**src/rtl/fir_seq_ctrl.sv**
```systemverilog
// fir_seq_ctrl: serial FIR sequencer; valid_in/ready_in/x sample in, coef_we/coef_addr/coef_data/coef_err coefficient bank, valid_out/y result, busy while accumulating
module fir_seq_ctrl #(
  parameter int TAPS = 8,
  parameter int DATA_W = 8,
  parameter int COEF_W = 8,
  parameter int ACC_W = 19
) (
  input  logic                    clock,
  input  logic                    reset,
  input  logic                    valid_in,
  output logic                    ready_in,
  input  logic [DATA_W-1:0]       x,
  input  logic                    coef_we,
  input  logic [$clog2(TAPS):0]   coef_addr,
  input  logic [COEF_W-1:0]       coef_data,
  output logic                    coef_err,
  output logic                    valid_out,
  output logic [ACC_W-1:0]        y,
  output logic                    busy
);
  localparam int AW = $clog2(TAPS);
  typedef enum logic [1:0] {IDLE, MAC, OUT} state_t;
  state_t state, state_nx;
  logic [DATA_W-1:0] d [TAPS];
  logic [COEF_W-1:0] h [TAPS];
  logic [ACC_W-1:0] acc, acc_nx;
  logic [DATA_W+COEF_W-1:0] prod;
  logic [AW-1:0] idx;
  logic accept, last, wr_ok;
  assign ready_in = state != MAC;
  assign busy = state == MAC;
  assign accept = valid_in & ready_in;
  assign last = idx == AW'(TAPS - 1);
  assign wr_ok = coef_we && state == IDLE && !coef_addr[AW];
  assign prod = {{DATA_W{1'b0}}, h[idx]} * {{COEF_W{1'b0}}, d[idx]};
  assign acc_nx = acc + ACC_W'(prod);
  always_comb begin
    state_nx = state;
    state_nx = busy ? (last ? OUT : MAC) : (accept ? MAC : IDLE);
  end
  always_ff @(posedge clock) begin
    if (reset) state <= IDLE;
    else state <= state_nx;
  end
  always_ff @(posedge clock) begin
    if (reset) begin
      y <= '0;
      valid_out <= 1'b0;
      coef_err <= 1'b0;
      acc <= '0;
      idx <= '0;
      for (int i = 0; i < TAPS; i++) begin
        d[i] <= '0;
        h[i] <= COEF_W'(1);
      end
    end else begin
      valid_out <= busy & last;
      coef_err <= coef_we & ~wr_ok;
      if (wr_ok) h[coef_addr[AW-1:0]] <= coef_data;
      if (accept) begin
        for (int i = TAPS - 1; i > 0; i--) d[i] <= d[i-1];
        d[0] <= x;
        acc <= '0;
        idx <= '0;
      end else if (busy) begin
        acc <= acc_nx;
        idx <= idx + 1'b1;
        if (last) y <= acc_nx;
      end
    end
  end
endmodule

```
**config.mk**
```make
export PLATFORM = sky130hd
export DESIGN_NAME = fir_seq_ctrl
export DESIGN_NICKNAME = d
export VERILOG_FILES = /design/src/rtl/fir_seq_ctrl.sv
export SDC_FILE = /design/constraint.sdc
export NUM_CORES = 1
export LEC_CHECK = 0
export ABC_CLOCK_PERIOD_IN_PS = 9330
export BUFFER_PORTS_ARGS = -buffer_cell sky130_fd_sc_hd__clkbuf_2
export CAP_MARGIN = 20
export CORE_UTILIZATION = 50
export CTS_BUF_LIST = sky130_fd_sc_hd__clkbuf_16
export DETAILED_ROUTE_END_ITERATION = 16
export PLACE_DENSITY_LB_ADDON = 0.05
export SETUP_SLACK_MARGIN = 0.15
export SYNTH_ARGS = -nofsm -noshare
export SYNTH_HDL_FRONTEND = slang
export SYNTH_SLANG_ARGS = --single-unit
```
**constraint.sdc**
```tcl
create_clock -name clock -period 9.33 [get_ports clock]
set_input_delay 1.866 -clock clock [delete_from_list [all_inputs] [get_ports clock]]
set_output_delay 1.866 -clock clock [all_outputs]
set_load 0.005 [all_outputs]
```
After elaboration in Yosys (flattened, before gate mapping)
Memory sizes are Yosys's and may differ from the RTL's. A register that Yosys moved wholly into a read port is not among the register bits. Cells that the tools add are included.

Bits in registers: 45. Memory bits (writable): 128. Input port bits: 24. Output and inout bits: 23. Logic and storage cells: 60. Memories kept: 2.

Memory list: d (depth 8, width 8, rd ports 8, clocked after Yosys merged registers in 1, wr ports 8, RTL line 24) `logic [DATA_W-1:0] d [TAPS];`; h (depth 8, width 8, rd ports 1, clocked after Yosys merged registers in 1, wr ports 8, RTL line 25) `logic [COEF_W-1:0] h [TAPS];`.

$add $sub $neg: 2. $mul: 1. Equal/unequal tests: 3. Muxes and demuxes: 26. Bitwise logic cells: 13. Reduce and logical (&&, ||, !) cells: 7.

Operators with widths (count): $mux 8 (9); $add 19x16->19 (1); $mul 8x8->16 (1); $mux 3 (5); $mux 1 (10); $or 1x1->1 (8); $reduce_or 8->1 (1); $mux 2 (2); $add 3x1->3 const B (1); $and 1x1->1 (3); $eq 3x3->1 const B (1); $reduce_and 3->1 (1); $eq 2x1->1 const B (1); $logic_and 1x1->1 (2); $logic_not 2->1 (1); $ne 2x1->1 const B (1); $not 1->1 (2); $reduce_or 2->1 (1); $logic_not 1->1 (1).

Longest topological paths before layout
Gate-level depths: netlist of run 1.

Word-level depth: 8. Gate-level depth with buffers: 22. Depth with buffers taken out: 20.

Worst setup path after synthesis of run 1
Ideal clock, no wire load.

Path kind: flip-flop to flip-flop. Start point: register with a tool-made name. End point: register acc[17]. Setup time: 0.117 ns. Data arrival time: 5.076 ns. Data required time: 9.213 ns. Path slack: 4.137 ns. Stages on the path, launching flop included: 20. Buffers on the path: 3. Clock period less this slack: 5.193 ns. Cell sequence: dfxtp_1 buf_6 buf_6 mux4_2 mux2i_4 nor2_1 fa_1 fa_1 fa_1 inv_1 fa_1 inv_1 ha_1 buf_2 a211oi_2 nor2_1 o22a_1 a311oi_2 mux2i_1 nand2_1.

RTL lines: to (signal assigned) (RTL line 66) `acc <= acc_nx;`; to (decl) (RTL line 26) `logic [ACC_W-1:0] acc, acc_nx;`.

==> run metrics, run 1 <==
outcome=complete, no violations; final net count=1039; Critical Path Max Stage Delay=0.63 ns; pin count of the biggest net entering global routing=82; Initial Util=0.5105; P_sw=0.6568 mW; clk slew on worst S/H paths=0.08 ns; Post-CTS Resized=0; CP bufs+invs=5; CTS tree=yes; sequential power share=0.425; hold buffers post-CTS=0; combinational share of power=0.222; Hold Path Class=reg -> reg; clock network fraction of total power=0.353; Core Box Area=20300 um^2; Worst Max-Slew Pin Slew=1.057 ns; hpwl dp=15280 um; Top Ports=47; Setup Buffers After CTS=0; worst path required time=9.66 ns; crit-path max FO=32; Post-Synthesis Cells=880; Cell Rows=52; Die X-Extent=146.0 um; Clock Skews=0.01391 ns; Seq cells post-synth=176; RSZ-0062 raised after global routing=no; GRT Util Overall=0.2171; critical path cell sequence=buf_4 -> mux4_2 -> mux2i_4 -> nor2_1 -> fa_1 -> inv_1 -> fa_1 -> inv_1 -> fa_1 -> inv_1 -> fa_1 -> inv_1 -> ha_1 -> a21o_1 -> a21oi_1 -> a2111oi_2 -> a311oi_2 -> mux2i_1 -> nand2_1; Initial DRT Pass Iterations=5; TritonCTS buffer count=17; grt total ovfl=0; Startpoint Class=register; Syn Nets=997; final critical-path setup slack=3.407 ns; fmax=0.1688 GHz; CTS root buffer=clkbuf_16; Critical Setup Path Class=reg -> reg; number of port buffers=46; via count=6312; ant diodes=0; first-pass GRT wire length=35290 um; P&R area growth vs syn=10.48%; syn avg cell area=11.78 um^2; share of layout cells above drive strength 1=0.1679; DRT Wirelength=21540 um; PwrDens=184.1 nW/um^2; Leak=4.658 nW; final period utilization=0.6349; Peak VDD IR=0.1107 mV; Hold Crit Start=y[5]; CP top delay family=adder cells; post-DR vias/cell=5.238; Ys Warns=0; Clock Sinks=176; Synth cell types=57; Internal Power=1.451 mW; MaxCap Viol Count=0; H-tree Lvls=4; crit path time final=5.924 ns; die height=146.0 um; # fillers=1771; Async SR Flop Fraction=0; clk buf depth=2; Seq/Total Area, Yosys=0.4637; utilization after layout=0.5640; Final Hold Viols=0; DR DRC count=0; die area=21300 um^2; Post-DRT Antenna Nets=0; switch share=0.3115; Final Max Slew Viols=0; WL/cell=17.87 um; antenna violations before repair=0; slew margin rel.=0.2953; DR iter-0 viols=444; routability cong.=0.8167; Post-Syn Area=10360 um^2; slowest CP cell=mux4_2; number of global-route vias before repair=6476; post-place setup slack=3.371 ns; Post-synth EDFFs=128; Primary FF master, synth=edfxtp_1; WP data arrival=6.25 ns; CP Capture Type=register; worst skew pair latency=0.44 ns; Final TNS setup=0 ns; setup violators final=0; hold_ws=0.4555 ns
==> metrics by stage <==
| stage | instances | total power [mW] | cell area, um^2 |
|---|---|---|---|
| floorplan | 880 | 1.272 | 10360 |
| global placement | 1172 | 1.374 | 10820 |
| detailed placement | 1172 | 1.381 | 10820 |
| CTS | 1204 | 2.125 | 11430 |
| global route | 1205 | 2.225 | 11450 |
| finish | 1205 | 2.108 | 11450 |
==> path summary, 6_finish.rpt <==
kind	slack [ns]	cells past startpoint	endpoint
min reg2reg	0.46	2	y[5]
max	3.41	19	acc[17]
min	0.46	2	y[5]
max reg2reg	3.41	19	acc[17]
==> kinds of logic after synthesis <==
logic type	share of synthesized area
and+or+nand+nor	0.1658
DFF	0.4637
buffers and inverters	0.05711
adders and majority gates	0.1485
AOI/OAI and AO/OA	0.05107
muxes	0.1037
xor gates and xnor gates	0.01014
==> sequential cells by signal, indices dropped and copies added (netlist names), named ones only <==
register,flops
acc,19
y,19
idx,3
coef_err,1
valid_out,1
d,64
h,64
state,2
==> worst reg2reg max path: stages (launching register included) <==
cell and delay, ns:
dfxtp_2 0.32, buf_4 0.52, mux4_2 0.66, mux2i_4 0.31, nor2_1 0.12, fa_1 0.52, inv_1 0.06, fa_1 0.53
inv_1 0.05, fa_1 0.47, inv_1 0.05, fa_1 0.47, inv_1 0.04, ha_1 0.34, a21o_1 0.20, a21oi_1 0.40
a2111oi_2 0.15, a311oi_2 0.33, mux2i_1 0.23, nand2_1 0.07
==> cells in the mapped netlist, types with 14 or more instances <==
library cell    n  area [um^2]
ha_1           43        538.0
a21oi_1        34        170.2
mux4_2         32        720.7
inv_1         107        401.6
nor2_1         57        214.0
edfxtp_1      128         3844
and2_1        122        763.2
o21ai_0        16        80.08
nand2_1        68        255.2
dfxtp_1        48        960.9
fa_1           50         1001
nand2b_1       14        87.58
clkbuf_1       14        52.55
==> routing by layer <==
metal  up-vias  GRT usage  routed length, um
met5         -          0                  0
met4         0    0.05526                248
met3        20    0.03354                618
met2       102     0.3720              10840
met1      3142     0.2890               9828
li1       3048          -                  -
==> final cells by class <==
| class | count | area (um^2) | area share |
|---|---|---|---|
| Sequential cell | 176 | 4807 | 0.4199 |
| Tap cell | 270 | 337.8 | 0.02951 |
| Clock inverter | 15 | 185.2 | 0.01617 |
| Clock buffer | 17 | 425.4 | 0.03716 |
| Timing Repair Buffer | 53 | 295.3 | 0.02579 |
| Inverter | 113 | 424.2 | 0.03705 |
| Multi-Input combinational cell | 561 | 4974 | 0.4344 |
==> power by group through the flow <==
stage	clock, mW	combinational, mW	sequential (mW)
6_report	0.743	0.469	0.896
2_1_floorplan	0	0.365	0.906
3_5_place_dp	0	0.467	0.914
4_1_cts	0.757	0.471	0.897
5_1_grt	0.785	0.539	0.901
3_3_place_gp	0	0.462	0.912
==> layout by cell type, fill, tap and decap left out, types with 7 or more instances in the layout <==
cell / instances
edfxtp_1: 128
and2_1: 122
inv_1: 108
nand2_1: 68
nor2_1: 56
fa_1: 50
dfxtp_1: 46
clkbuf_2: 46
ha_1: 43
a21oi_1: 34
mux4_2: 32
clkbuf_16: 17
o21ai_0: 16
nand2b_1: 14
mux2i_4: 13
or2_1: 13
xnor2_1: 10
or3_1: 9
or2_2: 8
nand3_1: 8
nand3b_1: 7
Power figures use the tool's default switching activity.
==> run 2: changes to the inputs <==
--- a/config.mk
+++ b/config.mk
@@ -5,7 +5,8 @@
 export SDC_FILE = /design/constraint.sdc
 export NUM_CORES = 1
 export LEC_CHECK = 0
-export ABC_CLOCK_PERIOD_IN_PS = 9330
+export ABC_AREA = 1
+export ABC_CLOCK_PERIOD_IN_PS = 5100
 export BUFFER_PORTS_ARGS = -buffer_cell sky130_fd_sc_hd__clkbuf_2
 export CAP_MARGIN = 20
 export CORE_UTILIZATION = 50
==> constraint.sdc (replaced) <==
create_clock -name clock -period 5.1 [get_ports clock]
set_input_delay 1.02 -clock clock [delete_from_list [all_inputs] [get_ports clock]]
set_output_delay 1.02 -clock clock [all_outputs]
set_load 0.005 [all_outputs]
==> run 2 against run 1 <==
  * First-iteration DRC count grew 22%
  * Sequential power grew 83%
  * Sequential share of layout area shrank 1.3 points
  * Clock-buffer cell count is the same
  * Critical path type unchanged
  * Critical endpoint unchanged
==> run metrics, run 2 <==
Post-Syn Area=10410 um^2 (+0.46%); final period utilization=0.9351 (+0.3003); FF-to-FF path depth=24 (+5); top cells by area, synth=edfxtp_1, fa_1, dfxtp_1; Synth top area share=0.3692 (-0.001694); routability cong.=0.8591 (+5.2%); Post-Synthesis Cells=1223 (+39%); Top Ports=47 (unchanged); RSZ-0062 raised after global routing=yes; post-DR vias/cell=4.971 (-5.1%); Hold Crit Start=y[15]; WL/cell=14.81 um (-17%); MaxCap Viol Count=0 (unchanged); Critical Setup Path Class=reg -> reg; slowest CP cell=fa_1; Final Max Slew Viols=0 (unchanged); Seq/Total Area, Yosys=0.4615 (-0.002118); Clock Skews=0.01398 ns (+0.00006230 ns); pin count of the biggest net entering global routing=42 (-49%); Syn Nets=1340 (+34%); number of port buffers=46 (unchanged); final critical-path setup slack=0.3307 ns (-3.076 ns); Die X-Extent=146.3 um (+0.23%); Synth cell types=31 (-46%); Async SR Flop Fraction=0 (unchanged); most common cell in the netlist=inv_1; Peak VDD IR=0.2549 mV (+130%); H-tree Lvls=4 (unchanged); setup violators final=0 (unchanged); most frequent CP cell=inv_1; Final TNS setup=0 ns (unchanged); critical path cell sequence=inv_8 -> buf_12 -> o21ai_0 -> o221ai_1 -> o21ai_4 -> nor2_1 -> fa_1 -> inv_1 -> fa_1 -> inv_1 -> fa_1 -> inv_1 -> fa_1 -> inv_1 -> ha_4 -> nand2_2 -> nor2_1 -> nand2_1 -> nand3_2 -> nand2_1 -> nand3_1 -> nand3_1 -> nand2_1 -> inv_1; Clock Sinks=176 (unchanged); die height=146.3 um (+0.23%); Hold Path Class=reg -> reg; clk buf depth=2 (unchanged); most frequent cells in the layout=inv_1, nor2_1, nand2_1; Startpoint Class=register; clk slew on worst S/H paths=0.07 ns (about the same); share of layout cells above drive strength 1=0.1335 (-0.03437); fmax=0.2097 GHz (+24%); via count=7745 (+23%); outcome=complete, no violations; Regs by FF count=d: 64 flops, h: 64 flops; slew margin rel.=0.4037 (+0.1084); Worst Max-Slew Pin Slew=0.8934 ns (-0.1636 ns); worst path required time=5.44 ns (-4.22 ns); die area=21400 um^2 (+0.45%); post-place setup slack=0.1905 ns (-3.181 ns); Leak=5.516 nW (+18%); Primary FF master, synth=edfxtp_1; Critical Path Max Stage Delay=0.54 ns (-0.09 ns); CTS root buffer=clkbuf_16; PwrDens=390.2 nW/um^2 (+110%); Seq cells post-synth=176 (unchanged); P&R area growth vs syn=13.62%; syn avg cell area=8.512 um^2 (-28%); reg-to-reg endpoint=acc[17]; ant diodes=0 (unchanged); DR DRC count=0 (unchanged); CP Capture Type=register; Hold Path Stages=2 (unchanged); Core Box Area=20300 um^2 (unchanged); DR iter-0 viols=541 (+22%); final net count=1392 (+34%); WP data arrival=5.11 ns (-1.14 ns); Initial DRT Pass Iterations=5 (unchanged); DRT Wirelength=23080 um (+7.1%); Final Hold Viols=0 (unchanged); CTS tree=yes; Ys Warns=0 (unchanged); grt total ovfl=0 (unchanged); worst reg2reg setup slack=0.33 ns (-3.08 ns); antenna violations before repair=0 (unchanged); worst skew pair latency=0.44 ns (about the same); Post-synth EDFFs=128 (unchanged); Initial Util=0.5128 (+0.002342); first-pass GRT wire length=37900 um (+7.4%); hpwl dp=16410 um (+7.4%); most common cell after layout, fill and taps aside=inv_1; crit-path max FO=19 (-41%); crit path time final=4.769 ns (-1.154 ns); TritonCTS buffer count=17 (unchanged); Cell Rows=52 (unchanged); GRT Util Overall=0.2262 (+0.009073); most instantiated cells after synthesis=inv_1, nor2_1, nand2_1; number of global-route vias before repair=7577 (+17%); Post-DRT Antenna Nets=0 (unchanged); leading area contributor after synthesis=edfxtp_1; Endpoint, Worst Hold=y[15]
-- run 2: changes by cell type after synthesis, sizes merged, moves of 32 or more --
cell / previous run / this run
inv: 113 / 266
o21ai: 18 / 90
mux4: 32 / 0
nor2: 57 / 229
and2: 122 / 1
nand2: 68 / 215
-- run 2: cell type report --
cell class | instances | area, um^2
fill | 1875 | 8472
tap | 270 | 337.8
timing repair buffer | 70 | 493.0
inverter | 267 | 1020
sequential | 176 | 4812
clock buffer | 17 | 425.4
clock inverter | 15 | 145.1
multi-input combinational | 743 | 4594
-- run 2: worst max-delay path, delay by kind of cell (launching register included) --
family | cells | cell delay, ns
AOI/OAI and AO/OA | 3 | 0.56
adders and majority gates | 5 | 2.31
buffers and inverters | 7 | 0.52
DFF | 1 | 0.40
and+or+nand+nor | 9 | 0.86
-- run 2: worst max path at each step --
| stage | depth (start not counted) | from | to | slack [ns] |
|---|---|---|---|---|
| CTS | 24 | register | acc[17] | 0.16 |
| global route | 27 | register | acc[17] | 0.07 |
| detailed placement | 21 | register | acc[11] | 0.19 |
| global placement | 24 | register | acc[11] | 0.24 |
| finish | 24 | register | acc[17] | 0.33 |
| floorplan | 25 | register | acc[11] | 0.60 |
-- run 2: per-stage QoR --
stage / utilization / std cells / total power, mW / cell area, um^2 / hold WS, ns
2_1_floorplan: - / 1223 / 2.791 / 10410 / 0.4403
3_3_place_gp: 0.5409 / 1520 / 3.117 / 10980 / 0.4375
3_5_place_dp: 0.5409 / 1520 / 3.146 / 10980 / 0.4403
4_1_cts: 0.5690 / 1552 / 4.428 / 11550 / 0.4551
5_1_grt: 0.5827 / 1558 / 4.935 / 11830 / 0.4734
6_report: 0.5827 / 1558 / 4.616 / 11830 / 0.4517
-- run 2: routing by layer --
metal | part of all wire | global-route usage | vias up
met3 | 0.041 | 0.02656 | 23
met5 | 0 | 0 | -
li1 | - | - | 3907
met1 | 0.48 | 0.3155 | 3647
met2 | 0.47 | 0.3748 | 168
met4 | 0.012 | 0.06042 | 0
-- run 2: timing repair --
action,in CTS,in global routing
hold buffers,0,0
buffers inserted,0,5
setup endpoints to repair,0,24
hold endpoints to repair,0,0
resized for setup,0,47
-- run 2: cell families after synthesis --
group | after synthesis | synth area share
AND/OR/NAND/NOR | 476 | 0.1766
buffers and inverters | 304 | 0.1162
flip-flops | 176 | 0.4615
AO/OA/AOI/OAI | 166 | 0.09110
adder cells (fa/ha/maj) | 93 | 0.1478
XOR/XNOR | 8 | 0.006731
-- run 2: power by group --
part / total [mW] / internal, mW / leakage, nW / switching (mW)
logic: 1.70 / 0.655 / 3.52 / 1.05
clock network: 1.27 / 0.648 / 0.273 / 0.627
registers: 1.64 / 1.61 / 1.73 / 0.0313
total: 4.62 / 2.91 / 5.52 / 1.70
==> run 3: changes to the inputs <==
--- a/config.mk
+++ b/config.mk
@@ -6,7 +6,7 @@
 export NUM_CORES = 1
 export LEC_CHECK = 0
 export ABC_AREA = 1
-export ABC_CLOCK_PERIOD_IN_PS = 5100
+export ABC_CLOCK_PERIOD_IN_PS = 4350
 export BUFFER_PORTS_ARGS = -buffer_cell sky130_fd_sc_hd__clkbuf_2
 export CAP_MARGIN = 20
 export CORE_UTILIZATION = 50
==> constraint.sdc (replaced) <==
create_clock -name clock -period 4.35 [get_ports clock]
set_input_delay 0.87 -clock clock [delete_from_list [all_inputs] [get_ports clock]]
set_output_delay 0.87 -clock clock [all_outputs]
set_load 0.005 [all_outputs]
==> run 3 against run 2 <==
  * The flow now finishes with violations (negative setup slack)
  * Wire length is 7.1% higher
  * Final cell count is 4.1% higher
  * Core utilization is 4.5 points higher
  * Power is 32% higher
  * Via count is 4.3% higher
  * Design area is 7.8% higher
  * Clock skew hardly changed
  * Largest power group unchanged
  * Sequential power is 17% higher
  * First-iteration DRC count is 7.6% lower
  * Clock-buffer cell count stayed put
  * Worst hold slack hardly changed
  * Critical path type unchanged
  * Fmax is 0.92% lower
==> run metrics, run 3 (synthesis results as in run 2) <==
outcome=complete, but fails checks; failing checks=negative setup slack; fmax=0.2077 GHz (-0.92%); hold_ws=0.4517 ns (-0.00004800 ns); final critical-path setup slack=-0.4636 ns (-0.7944 ns); pin count of the biggest net entering global routing=42 (unchanged); Worst Max-Slew Pin Slew=0.8615 ns (-0.03189 ns); slew margin rel.=0.4235 (+0.01977); MaxCap Viol Count=0 (unchanged); P_sw=2.266 mW (+33%); WP depth=24 (unchanged); utilization after layout=0.6281 (+0.04543); Leak=5.905 nW (+7.1%); final period utilization=1.107 (+0.1714); PwrDens=477.0 nW/um^2 (+22%); Final Hold Viols=0 (unchanged); TritonCTS buffer count=17 (unchanged); Top Ports=47 (unchanged); ant diodes=0 (unchanged); most frequent cells in the layout=inv_1, nor2_1, nand2_1; crit-path max FO=7 (-12); DR DRC count=0 (unchanged); critical path cell sequence=buf_12 -> o21ai_2 -> o221ai_1 -> o21ai_2 -> buf_6 -> buf_4 -> inv_2 -> nand2_1 -> fa_1 -> inv_2 -> fa_1 -> fa_1 -> inv_1 -> fa_1 -> inv_2 -> ha_4 -> nand2_1 -> nand2_2 -> inv_1 -> nand3_2 -> buf_4 -> xor2_2 -> o21ai_1 -> inv_1; setup violators final=27 (+27); routability cong.=0.8539 (-0.61%); clock network fraction of total power=0.255 (-0.021); P&R area growth vs syn=22.48%; DRT Wirelength=24710 um (+7.1%); Finished Cell Area=12750 um^2 (+7.8%); clk buf depth=2 (unchanged); RSZ-0062 raised after global routing=yes; Initial Util=0.5128 (unchanged); die height=146.3 um (unchanged); Power Total=6.081 mW (+32%); CP bufs+invs=10 (+3); sequential power share=0.316 (-0.039); die area=21400 um^2 (unchanged); combinational share of power=0.429 (+0.060); most common cell after layout, fill and taps aside=inv_1; H-tree Lvls=4 (unchanged); hpwl dp=17140 um (+4.4%); Initial DRT Pass Iterations=5 (unchanged); WP data arrival=5.15 ns (+0.04 ns); number of global-route vias before repair=8069 (+6.5%); Final Max Slew Viols=0 (unchanged); area of the multi-input gates=4956 um^2 (+7.9%); Die X-Extent=146.3 um (unchanged); post-route insts no fill=1622 (+4.1%); FF-to-FF path depth=24 (unchanged); Endpoint, Worst Hold=y[17]; DR iter-0 viols=500 (-7.6%); switch share=0.3726 (+0.003212); GRT Util Overall=0.2464 (+0.02017); final net count=1456 (+4.6%); post-place setup slack=-0.4814 ns (-0.6719 ns); Internal Power=3.816 mW (+31%); register area=4812 um^2 (unchanged); Clock Sinks=176 (unchanged); worst path required time=4.68 ns (-0.76 ns); # fillers=1815 (-3.2%); Clock Skews=0.01431 ns (+0.0003384 ns); worst reg2reg setup slack=-0.46 ns (-0.79 ns); Critical Setup Path Class=reg -> reg; clk slew on worst S/H paths=0.08 ns (about the same); Hold Path Class=reg -> reg; reg-to-reg endpoint=acc[8]; share of layout cells above drive strength 1=0.2241 (+0.09057); post-placement cell area=11520 um^2 (+5.0%); number of port buffers=46 (unchanged); Hold Path Stages=2 (unchanged); WL/cell=15.23 um (+2.8%); CP top delay family=adder cells; Post-DRT Antenna Nets=0 (unchanged); via count=8080 (+4.3%); CTS tree=yes; Regs by FF count=d: 64 flops, h: 64 flops; hold buffers post-CTS=0 (unchanged); grt total ovfl=0 (unchanged); post-DR vias/cell=4.982 (+0.21%); worst skew pair latency=0.44 ns (about the same); Startpoint Class=register; Peak VDD IR=0.3138 mV (+23%); Final TNS setup=-8.214 ns (-8.214 ns); Core Box Area=20300 um^2 (unchanged); Cell Rows=52 (unchanged); antenna violations before repair=0 (unchanged); CTS root buffer=clkbuf_16; Critical Path Max Stage Delay=0.57 ns (+0.03 ns); placed cells=1574 (+3.6%); CP Capture Type=register; Hold Crit Start=y[17]; slowest CP cell=fa_1; crit path time final=4.814 ns (+0.04437 ns); first-pass GRT wire length=40920 um (+8.0%); most frequent CP cell=fa_1
run 3: cell count changes in the layout (fill, tap and decap cells not counted), moves of 11 or more:
| cell | previous run | this run |
|---|---|---|
| o21ai_0 | 54 | 32 |
| nand2_2 | 4 | 16 |
| buf_4 | 16 | 71 |
| nand2_1 | 211 | 197 |
| o21ai_1 | 19 | 35 |
| nor2_1 | 219 | 208 |
run 3: metal layers:
metal	vias to the layer above	routed length, um	global-route usage
met2	212	11470	0.3938
met5	-	0	0
li1	4038	-	-
met3	49	1146	0.03844
met4	0	539	0.08438
met1	3781	11550	0.3423
run 3: worst min-delay path, stage by stage, from the launching register on:
cell and delay, ns:
dfxtp_1 0.31, nand2_1 0.06, nand2_1 0.04
run 3: how the worst max path moves through the flow:
stage	start	endpoint	slack, ns
2_1_floorplan	register	acc[12]	0.008
3_3_place_gp	register	y[17]	-0.43
3_5_place_dp	register	y[17]	-0.48
4_1_cts	register	acc[12]	-0.33
5_1_grt	register	acc[12]	-0.64
6_report	register	acc[8]	-0.46
run 3: final cells by class:
| type | instances | share of cell area |
|---|---|---|
| clock buffer | 17 | 0.03337 |
| clock inverter | 15 | 0.01315 |
| inverter | 267 | 0.08047 |
| multi-input combinational | 743 | 0.3887 |
| sequential | 176 | 0.3774 |
| tap | 270 | 0.02650 |
| timing repair buffer | 130 | 0.07615 |
| timing repair inverter | 4 | 0.004220 |
run 3: power by group through the flow:
stage                     clock network [mW]  registers [mW]  logic (mW)
after global routing                    1.61            1.93        2.93
after global placement                     0            1.96        2.19
final                                   1.55            1.92        2.61
after CTS                               1.56            1.92        2.49
after floorplan                            0            1.95        1.57
after detailed placement                   0            1.96        2.21
run 3: repair_timing:
item                                    CTS  global route
gates cloned                              4             0
setup buffers                             6             6
gates resized for setup                  98            29
pin swaps                                23            13
endpoints found under the setup margin   30            30
